**config.mk**
```make
export PLATFORM = sky130hd
export DESIGN_NAME = fpu_sp_subtractor
export DESIGN_NICKNAME = d
export VERILOG_FILES = /design/src/rtl/fpu_sp_pkg.sv /design/src/rtl/fpu_sp_lzc.sv /design/src/rtl/fpu_sp_subtractor.sv
export SDC_FILE = /design/constraint.sdc
export NUM_CORES = 1
export LEC_CHECK = 0
export CORE_MARGIN = 2
export CORE_UTILIZATION = 50
export CTS_BUF_LIST = sky130_fd_sc_hd__clkbuf_2
export DETAILED_ROUTE_END_ITERATION = 8
export PLACE_DENSITY = 0.69
export REMOVE_ABC_BUFFERS = 1
export SLEW_MARGIN = 15
export SYNTH_ARGS = -nofsm -noshare
export SYNTH_HDL_FRONTEND = slang
export SYNTH_SLANG_ARGS = --single-unit
```
**constraint.sdc**
```tcl
create_clock -name clk -period 18.2 [get_ports clk]
set_input_delay 3.64 -clock clk [delete_from_list [all_inputs] [get_ports clk]]
set_output_delay 3.64 -clock clk [all_outputs]
set_load 0.1 [all_outputs]
```
**src/rtl/fpu_sp_pkg.sv**
```systemverilog
// Shared single-precision FP types and constants.
// Used by the subtractor pipeline and its helpers.
package fpu_sp_pkg;

  localparam int EXP_BIAS = 127;
  localparam int EXP_MAX  = 255;
  localparam int MANT_W   = 23;
  localparam int GRD_W    = 3;
  localparam int ALN_W    = MANT_W + 1 + GRD_W;
  localparam logic [31:0] QNAN = 32'h7FC00000;

  typedef struct packed {
    logic        sign;
    logic [7:0]  exp;
    logic [23:0] mant;
  } fp_unp_t;

  typedef struct packed {
    logic             vld;
    logic             nan;
    logic             sign;
    logic             sub;
    logic [7:0]       exp;
    logic [ALN_W-1:0] ma;
    logic [ALN_W-1:0] mb;
  } s1_t;

  typedef struct packed {
    logic           vld;
    logic           nan;
    logic           sign;
    logic [7:0]     exp;
    logic [ALN_W:0] sum;
  } s2_t;

  function automatic fp_unp_t fp_unpack(input logic [31:0] x);
    fp_unp_t u;
    u.sign = x[31];
    u.exp  = x[30:23];
    u.mant = (x[30:23] == 8'h00) ? 24'h0 : {1'b1, x[22:0]};
    return u;
  endfunction

endpackage

```
**src/rtl/fpu_sp_lzc.sv**
```systemverilog
// Leading-zero counter over the 25-bit normalize window.
// All-zero input reports 25.
module fpu_sp_lzc (
  input  logic [24:0] i_val,
  output logic [4:0]  o_cnt
);

  // highest set bit wins; scan low to high
  always_comb begin
    o_cnt = 5'd25;
    for (int i = 0; i < 25; i++) begin
      if (i_val[i]) o_cnt = 5'(24 - i);
    end
  end

endmodule

```
**src/rtl/fpu_sp_subtractor.sv**
```systemverilog
// Pipelined single-precision a - b, truncating.
// S1 align, S2 add/sub, S3 normalize/pack/flags.
module fpu_sp_subtractor
  import fpu_sp_pkg::*;
#(
  parameter int WIDTH = 32
) (
  input  logic             clk,
  input  logic             rst,
  input  logic             in_valid,
  output logic             in_ready,
  input  logic [WIDTH-1:0] a,
  input  logic [WIDTH-1:0] b,
  output logic             out_valid,
  input  logic             out_ready,
  output logic [WIDTH-1:0] result,
  output logic             overflow,
  output logic             underflow
);

  localparam logic signed [9:0] EXP_SAT = 10'(EXP_MAX);

  fp_unp_t w_ua, w_ub, w_big, w_sml;
  logic             w_nan, w_swap, w_stall;
  logic [7:0]       w_diff;
  logic [ALN_W-1:0] w_mb_al;
  s1_t              r_s1;
  s2_t              r_s2;
  logic [ALN_W:0]   w_sum;
  logic [4:0]       w_cnt;
  logic [ALN_W-1:0] w_shl;
  logic             w_carry, w_zero;
  logic signed [9:0] w_exp_n;
  logic [MANT_W-1:0] w_frac;
  logic [31:0]      w_res;
  logic             w_ov, w_un;
  logic [31:0]      r_result;
  logic             r_vld, r_ov, r_un;
  logic             w_unused;

  assign w_stall  = r_vld & ~out_ready;
  assign in_ready = ~w_stall;

  assign w_ua   = fp_unpack(a);
  assign w_ub   = fp_unpack({~b[31], b[30:0]});
  assign w_nan  = (&a[30:23]) | (&b[30:23]);
  assign w_swap = {w_ub.exp, w_ub.mant} >
                  {w_ua.exp, w_ua.mant};
  assign w_big  = w_swap ? w_ub : w_ua;
  assign w_sml  = w_swap ? w_ua : w_ub;
  assign w_diff = w_big.exp - w_sml.exp;
  assign w_mb_al = (w_diff >= 8'd26) ? '0 :
    ({w_sml.mant, {GRD_W{1'b0}}} >> w_diff);

  // S1: register aligned operands, larger first
  always_ff @(posedge clk) begin
    if (rst) begin
      r_s1 <= '0;
    end else if (!w_stall) begin
      r_s1.vld  <= in_valid;
      r_s1.nan  <= w_nan;
      r_s1.sign <= w_big.sign;
      r_s1.sub  <= w_big.sign ^ w_sml.sign;
      r_s1.exp  <= w_big.exp;
      r_s1.ma   <= {w_big.mant, {GRD_W{1'b0}}};
      r_s1.mb   <= w_mb_al;
    end
  end

  assign w_sum = r_s1.sub ?
    ({1'b0, r_s1.ma} - {1'b0, r_s1.mb}) :
    ({1'b0, r_s1.ma} + {1'b0, r_s1.mb});

  // S2: register magnitude sum with carry
  always_ff @(posedge clk) begin
    if (rst) begin
      r_s2 <= '0;
    end else if (!w_stall) begin
      r_s2.vld  <= r_s1.vld;
      r_s2.nan  <= r_s1.nan;
      r_s2.sign <= r_s1.sign;
      r_s2.exp  <= r_s1.exp;
      r_s2.sum  <= w_sum;
    end
  end

  // window is 24 mantissa bits plus top guard bit
  fpu_sp_lzc u_lzc (
    .i_val (r_s2.sum[26:2]),
    .o_cnt (w_cnt)
  );

  assign w_carry = r_s2.sum[ALN_W];
  assign w_zero  = (r_s2.sum == '0);
  assign w_shl   = r_s2.sum[ALN_W-1:0] << w_cnt;
  assign w_exp_n = w_carry ?
    ($signed({2'b00, r_s2.exp}) + 10'sd1) :
    ($signed({2'b00, r_s2.exp}) -
     $signed({5'd0, w_cnt}));
  assign w_frac  = w_carry ? r_s2.sum[26:4]
                           : w_shl[25:3];
  assign w_unused = ^{w_shl[26], w_shl[2:0]};

  // S3 combinational pack with special cases
  always_comb begin
    w_res = {r_s2.sign, w_exp_n[7:0], w_frac};
    w_ov  = 1'b0;
    w_un  = 1'b0;
    if (r_s2.nan) begin
      w_res = QNAN;
    end else if (w_zero) begin
      w_res = '0;
    end else if (w_exp_n >= EXP_SAT) begin
      w_res = {r_s2.sign, 8'hFF, 23'h0};
      w_ov  = 1'b1;
    end else if (w_exp_n <= 10'sd0) begin
      w_res = {r_s2.sign, 31'h0};
      w_un  = 1'b1;
    end
  end

  // S3: output register, held while stalled
  always_ff @(posedge clk) begin
    if (rst) begin
      r_vld    <= 1'b0;
      r_result <= '0;
      r_ov     <= 1'b0;
      r_un     <= 1'b0;
    end else if (!w_stall) begin
      r_vld    <= r_s2.vld;
      r_result <= w_res;
      r_ov     <= w_ov;
      r_un     <= w_un;
    end
  end

  assign out_valid = r_vld;
  assign result    = r_result;
  assign overflow  = r_ov;
  assign underflow = r_un;

endmodule

```
==> results of run 1 <==
-- layout make-up --
class,instances,area share
Multi-Input combinational cell,1343,0.6438
Inverter,123,0.03259
Tap cell,330,0.02907
Antenna cell,1,0.0001762
Clock inverter,15,0.01233
Timing Repair Buffer,123,0.08297
Sequential cell,137,0.1931
Clock buffer,17,0.005990
-- final timing paths --
| path | to | slack (ns) | depth (start not counted) |
|---|---|---|---|
| worst max-delay path | in_ready | 8.72 | 5 |
| worst min-delay path | r_s2[31] | 0.44 | 2 |
| worst min register to register | r_s2[31] | 0.44 | 2 |
| worst max register to register | result[7] | 12.67 | 16 |
-- tightest hold or removal path: stages, from the launching register on --
cell and delay [ns]:
dfxtp_1 0.36, nand2_1 0.06, a21oi_1 0.05
-- power by group --
part           total, mW  internal [mW]  switching (mW)
combinational      0.872          0.306           0.566
clock              0.198         0.0594           0.138
sequential         0.380          0.340          0.0395
-- cells by family after synthesis --
logic type	Yosys count
flip-flops	137
AND/OR/NAND/NOR	612
buffers and inverters	235
adder cells (fa/ha/maj)	91
AO/OA/AOI/OAI	494
XOR/XNOR	35
multiplexers	111
-- layout by cell type (no fill, tap or decap), drive strengths merged, types with 9 or more instances in the layout --
master	instances
o21bai	15
nor2	187
nand3	56
nor2b	16
o31ai	21
mux2	22
a21o	12
clkbuf	17
and2	19
o21ai	94
a31oi	14
ha	89
nor3	43
nand2	199
nand4	18
clkdlybuf4s50	102
or3	18
o21a	9
a32o	9
nor4	14
o211ai	17
xnor2	25
dfxtp	137
mux4	29
buf	21
o22ai	12
a22o	11
inv	131
a211oi	65
a311oi	9
xor2	10
a21oi	136
mux2i	60
nand2b	13
and3	13
-- sequential cells by signal, indices dropped and copies added (netlist names) --
register,count
r_s1,63
out_valid,1
underflow,1
overflow,1
result,32
r_s2,39
-- per-stage QoR --
stage          std cells  cell area, sq um  utilization  worst slack, ns
2_1_floorplan       1603             12330            -            7.773
3_3_place_gp        2056             13940       0.5537            8.273
3_5_place_dp        2056             13940       0.5537            8.080
4_1_cts             2088             14200       0.5640            8.719
5_1_grt             2089             14200       0.5641            8.637
6_report            2089             14200       0.5641            8.720
-- routing by layer --
metal / vias up / routed length (um) / GRT usage
met5: - / 0 / 0
met4: 0 / 1266 / 0.1049
met3: 76 / 2076 / 0.03131
met2: 495 / 17710 / 0.4694
met1: 5780 / 17010 / 0.3764
li1: 6288 / - / -
==> metrics, run 1 <==
worst path cell trace clkdlybuf4s50_1 > nor2b_4 > buf_4 > clkinv_2 > clkdlybuf4s50_1; xor and xnor area share after synthesis 0.02595; first-pass GRT wire length around 61 mm; delay-heaviest family, CP buffers and inverters; Overall Global Routing Usage 0.2822; cells after synthesis 1715; Die ar. around 27000 sq um; clock buffer depth 2; post-synthesis cell type count between 80 and 90; CP Class primary input to primary output; status complete, no violations; Clock Skew 0.04191 ns; drt first pass iters 9; critical path startpoint out_ready; initial antenna violation count 1; vias in the first global route ~12k; clock latency on the worst-skew pair about 0.74 ns; cts hold-fix bufs 0; Port Buffers 103; FF-to-FF Start r_s2[24]; ys async rst share 0; endpoints failing hold 0; Post-Syn Area between 10000 and 15000 sq um; die span in x between 150 and 200 um; post-synthesis sequential area ratio 0.2139; top cells by instance count after synthesis nand2_1 (198), nor2_1 (186), dfxtp_1 (137), a21oi_1 (134), inv_1 (116); crit path max fanout between 40 and 50; CTS Sinks ~140; top-area cell type share of the netlist area 0.2139; critical path's slowest cell clkdlybuf4s50_1; FF+latch area between 2000 and 3000 sq um; Tcrit/Tclk final 0.5209; share of post-route cells with drive strength above 1 0.07907; FP Rows between 50 and 60; RSZ-0062 raised after global routing false; Max Cap Viol 0; VDD IR-drop max between 0.00009 and 0.0001 V; Post-Syn Area per Cell around 7.5 sq um; minimum clock period between 9 and 10 ns; most frequent CP cell clkdlybuf4s50_1; DR vias/cell 6.050; DP Wirelength 29.12 mm; CTS Buf Count 17; Synth Warn # 0; Multi-input gate area a little over 9000 sq um; largest net degree at the start of global routing approximately 80; Die Height approximately 160 um; WP data arrival around 5.8 ns; critical path required time around 15 ns; Post-synth EDFFs 0; CTS tree built; Worst-path clk slew roughly 0.26 ns; Resize count post-CTS 0; Max stage delay on crit path 0.99 ns; Final setup viols 0; CP Capture Type primary output; Starting Density 0.5093; Placer Congestion 0.9604; fillers approximately 2.4k; Buf/Inv on CP 4; core area 25180 sq um; # IOs 104; P&R area growth vs syn 10.76%; # DRC 0; Post-CTS Setup Bufs 0; Worst Setup Start Kind primary input; count leader, synth nand2_1; Yosys top cell by area dfxtp_1; post-synthesis mux area share 0.1177; hold_ws around 0.44 ns; Post-Synth Simple-Gate Area 0.2200; HP Class register to register; H-tree depth 4; final wirelength ~38 mm; Least-Margin Pin Slew roughly 1.0 ns; relative slew slack 0.3160; Max Slew Vio Count 0; power density over cell area 102.1 nW/um^2; nets roughly 1.9k; setup_tns 0 ns; post-synthesis adder-cell area fraction 0.08995; Leak Pwr 5.909 nW; drt wl/cell roughly 18 um; ys flop type dfxtp_1; fmax 105.5 MHz; via count approximately 13k; largest family of logic cells by synthesized area compound AO/OA/AOI/OAI gates; Compound-Gate Fraction of Synth Area 0.2580; drt initial violations 942; post-route ant nets 0; Hold Path Origin r_s1[57]; clock root cell clkbuf_2; top cells by area, synth dfxtp_1 (21%), ha_1 (8.7%), nand2_1 (5.8%), nor2_1 (5.4%), a21oi_1 (5.2%); Power Total between 1 and 1.5 mW; Remaining Overflow, GRT 0; number of synthesized register bits between 100 and 150
Note: power is estimated with default switching activity, not from simulation.
==> run 2, diff against run 1 <==
- PLACE_DENSITY: 0.69 -> 0.72
- clock period: 18.2 -> 8 ns (I/O delays scaled with it)
==> metrics, run 2 (synthesized netlist as in run 1, its figures left out) <==
Least-Margin Pin Slew 1.029 ns (was 1.017 ns); hold depth 2 (unchanged); Worst R2R Setup Slack 2.42 ns (was 12.67 ns); core area 25180 sq um (unchanged); Place WS 0.6862 ns (was 8.080 ns); power density over cell area 235.3 nW/um^2 (was 102.1 nW/um^2); final core utilization 0.5682 (was 0.5641); post-route ant nets 0 (unchanged); final wirelength 38.32 mm (was 38.06 mm); DP Wirelength 29.28 mm (was 29.12 mm); RR Endpoint result[13] (was result[7]); vias in the first global route 11.74k (was 11.61k); Starting Density 0.5093 (unchanged); status complete, no violations (unchanged); Die Height 164.2 um (unchanged); CTS tree built (unchanged); drt initial violations 1219 (was 942); Reg2Reg Depth 17 (was 16); CP Class primary input to register (was primary input to primary output); Worst-path clk slew 0.20 ns (was 0.26 ns); Hold Path End r_s2[36] (was r_s2[31]); Placer Congestion 0.9733 (was 0.9604); initial antenna violation count 1 (unchanged); max FFs per register 63 (unchanged); Tcrit/Tclk final 0.8284; CTS Buf Count 17 (unchanged); P&R area growth vs syn 11.56% (was 10.76%); DR vias/cell 6.077 (was 6.050); Max Slew Vio Count 0 (unchanged); most frequent cells in the layout nand2_1 (198), nor2_1 (185), dfxtp_1 (137), a21oi_1 (134), inv_1 (116) (was nand2_1 (198), nor2_1 (185), dfxtp_1 (137), a21oi_1 (134), inv_1 (115)); minimum clock period around 6.6 ns; relative slew slack 0.3117 (was 0.3160); Resize count post-CTS 0 (unchanged); critical path required time 8.61 ns (was 14.56 ns); via count 12.75k (was 12.64k); FP Rows 58 (unchanged); WP data arrival 7.24 ns (was 5.84 ns); Final setup viols 0 (unchanged); Clock Skew 0.04222 ns (was 0.04191 ns); hold_ws 0.4506 ns (was 0.4404 ns); clock buffer depth 2 (unchanged); most common cell after layout, fill and taps aside nand2_1 (unchanged); Worst Setup Start Kind primary input (unchanged); die span in x 164.2 um (unchanged); share of post-route cells with drive strength above 1 0.08206 (was 0.07907); # DRC 0 (unchanged); largest net degree at the start of global routing 69 (was 79); Overall Global Routing Usage 0.2829 (was 0.2822); drt wl/cell 18.26 um (was 18.22 um); Remaining Overflow, GRT 0 (unchanged); RSZ-0062 raised after global routing false (unchanged); CP Capture Type register (was primary output); cts hold-fix bufs 0 (unchanged); Leak Pwr 5.963 nW (was 5.909 nW); drt first pass iters 6 (was 9); clock root cell clkbuf_2 (unchanged); Top reg by flops r_s1 (unchanged); fmax 150.9 MHz; Die ar. 26950 sq um (unchanged); Post-CTS Setup Bufs 0 (unchanged); Port Buffers 103 (unchanged); nets 1913 (was 1904); setup_tns 0 ns (unchanged); Max Cap Viol 0 (unchanged); final worst setup slack 1.373 ns (was 8.720 ns); clock latency on the worst-skew pair 0.74 ns (about the same); CTS Sinks 137 (unchanged); endpoints failing hold 0 (unchanged); crit path max fanout 24 (was 48); FF-to-FF Start r_s2[24] (unchanged); H-tree depth 4 (unchanged); HP Class register to register (unchanged); first-pass GRT wire length 61.04 mm (was 60.98 mm); VDD IR-drop max 0.0001790 V (was 0.00009607 V); Hold Path Origin r_s1[63] (was r_s1[57]); # IOs 104 (unchanged)
run 2: changes by cell type in the layout (fill, tap and decap cells not counted), moves of 2 or more:
cell,change
inv_6,-4
clkinv_2,+2
buf_4,+9
inv_8,-6
bufinv_16,+4
clkbuf_2,+2
clkinv_1,+2
clkinvlp_4,+2
run 2: critical path, cell delays in order:
cell and delay, ns:
clkdlybuf4s50_1 0.51, nor4_1 0.34, nand2_1 0.46, buf_4 0.34, nand2_1 0.13, ha_1 0.28
a211oi_1 0.29, nand3_1 0.12, nor3_1 0.20, o22ai_2 0.15, o21ai_4 0.45, a31oi_1 0.16
ha_1 0.24, nor3_4 0.30, xor2_4 0.62, mux4_2 0.37, nor2_1 0.05, o21ai_0 0.41
o221ai_1 0.19
run 2: final cells by class:
cell class / instances / area, sq um
fillers: 2420 / 10870
multi-input cells: 1343 / 9145
flip-flops and latches: 137 / 2743
repair buffers: 132 / 1246
inverters: 123 / 462.9
well taps: 330 / 412.9
clock inverters: 13 / 200.2
clock buffers: 19 / 95.09
diodes: 1 / 2.502
run 2: report_power, final:
part / switching (mW) / internal (mW) / total (mW) / leakage [nW]
sequential: 0.0920 / 0.774 / 0.866 / 1.12
clock: 0.266 / 0.237 / 0.503 / 0.169
combinational: 1.29 / 0.705 / 2.00 / 4.67
total: 1.65 / 1.72 / 3.37 / 5.96
run 2: per-layer routing:
metal	global-route usage	vias to the layer above	wire, um
li1	-	6301	-
met1	0.3768	5924	17080
met2	0.4679	451	17990
met3	0.02980	74	1911
met4	0.1140	0	1334
met5	0	-	0
run 2: worst max-delay path by stage:
| stage | from | end | slack [ns] |
|---|---|---|---|
| 2_1_floorplan | b[23] | r_s1[6] | 0.57 |
| 3_3_place_gp | a[26] | r_s1[0] | 0.82 |
| 3_5_place_dp | a[24] | r_s1[0] | 0.69 |
| 4_1_cts | a[24] | r_s1[0] | 1.48 |
| 5_1_grt | a[24] | r_s1[2] | 1.10 |
| 6_report | a[28] | r_s1[0] | 1.37 |
run 2: stage by stage:
step           cells  area [sq um]  power, mW
2_1_floorplan   1603         12330      2.304
3_3_place_gp    2065         14010      2.833
3_5_place_dp    2065         14010      2.846
4_1_cts         2097         14310      3.350
5_1_grt         2098         14310      3.570
6_report        2098         14310      3.366
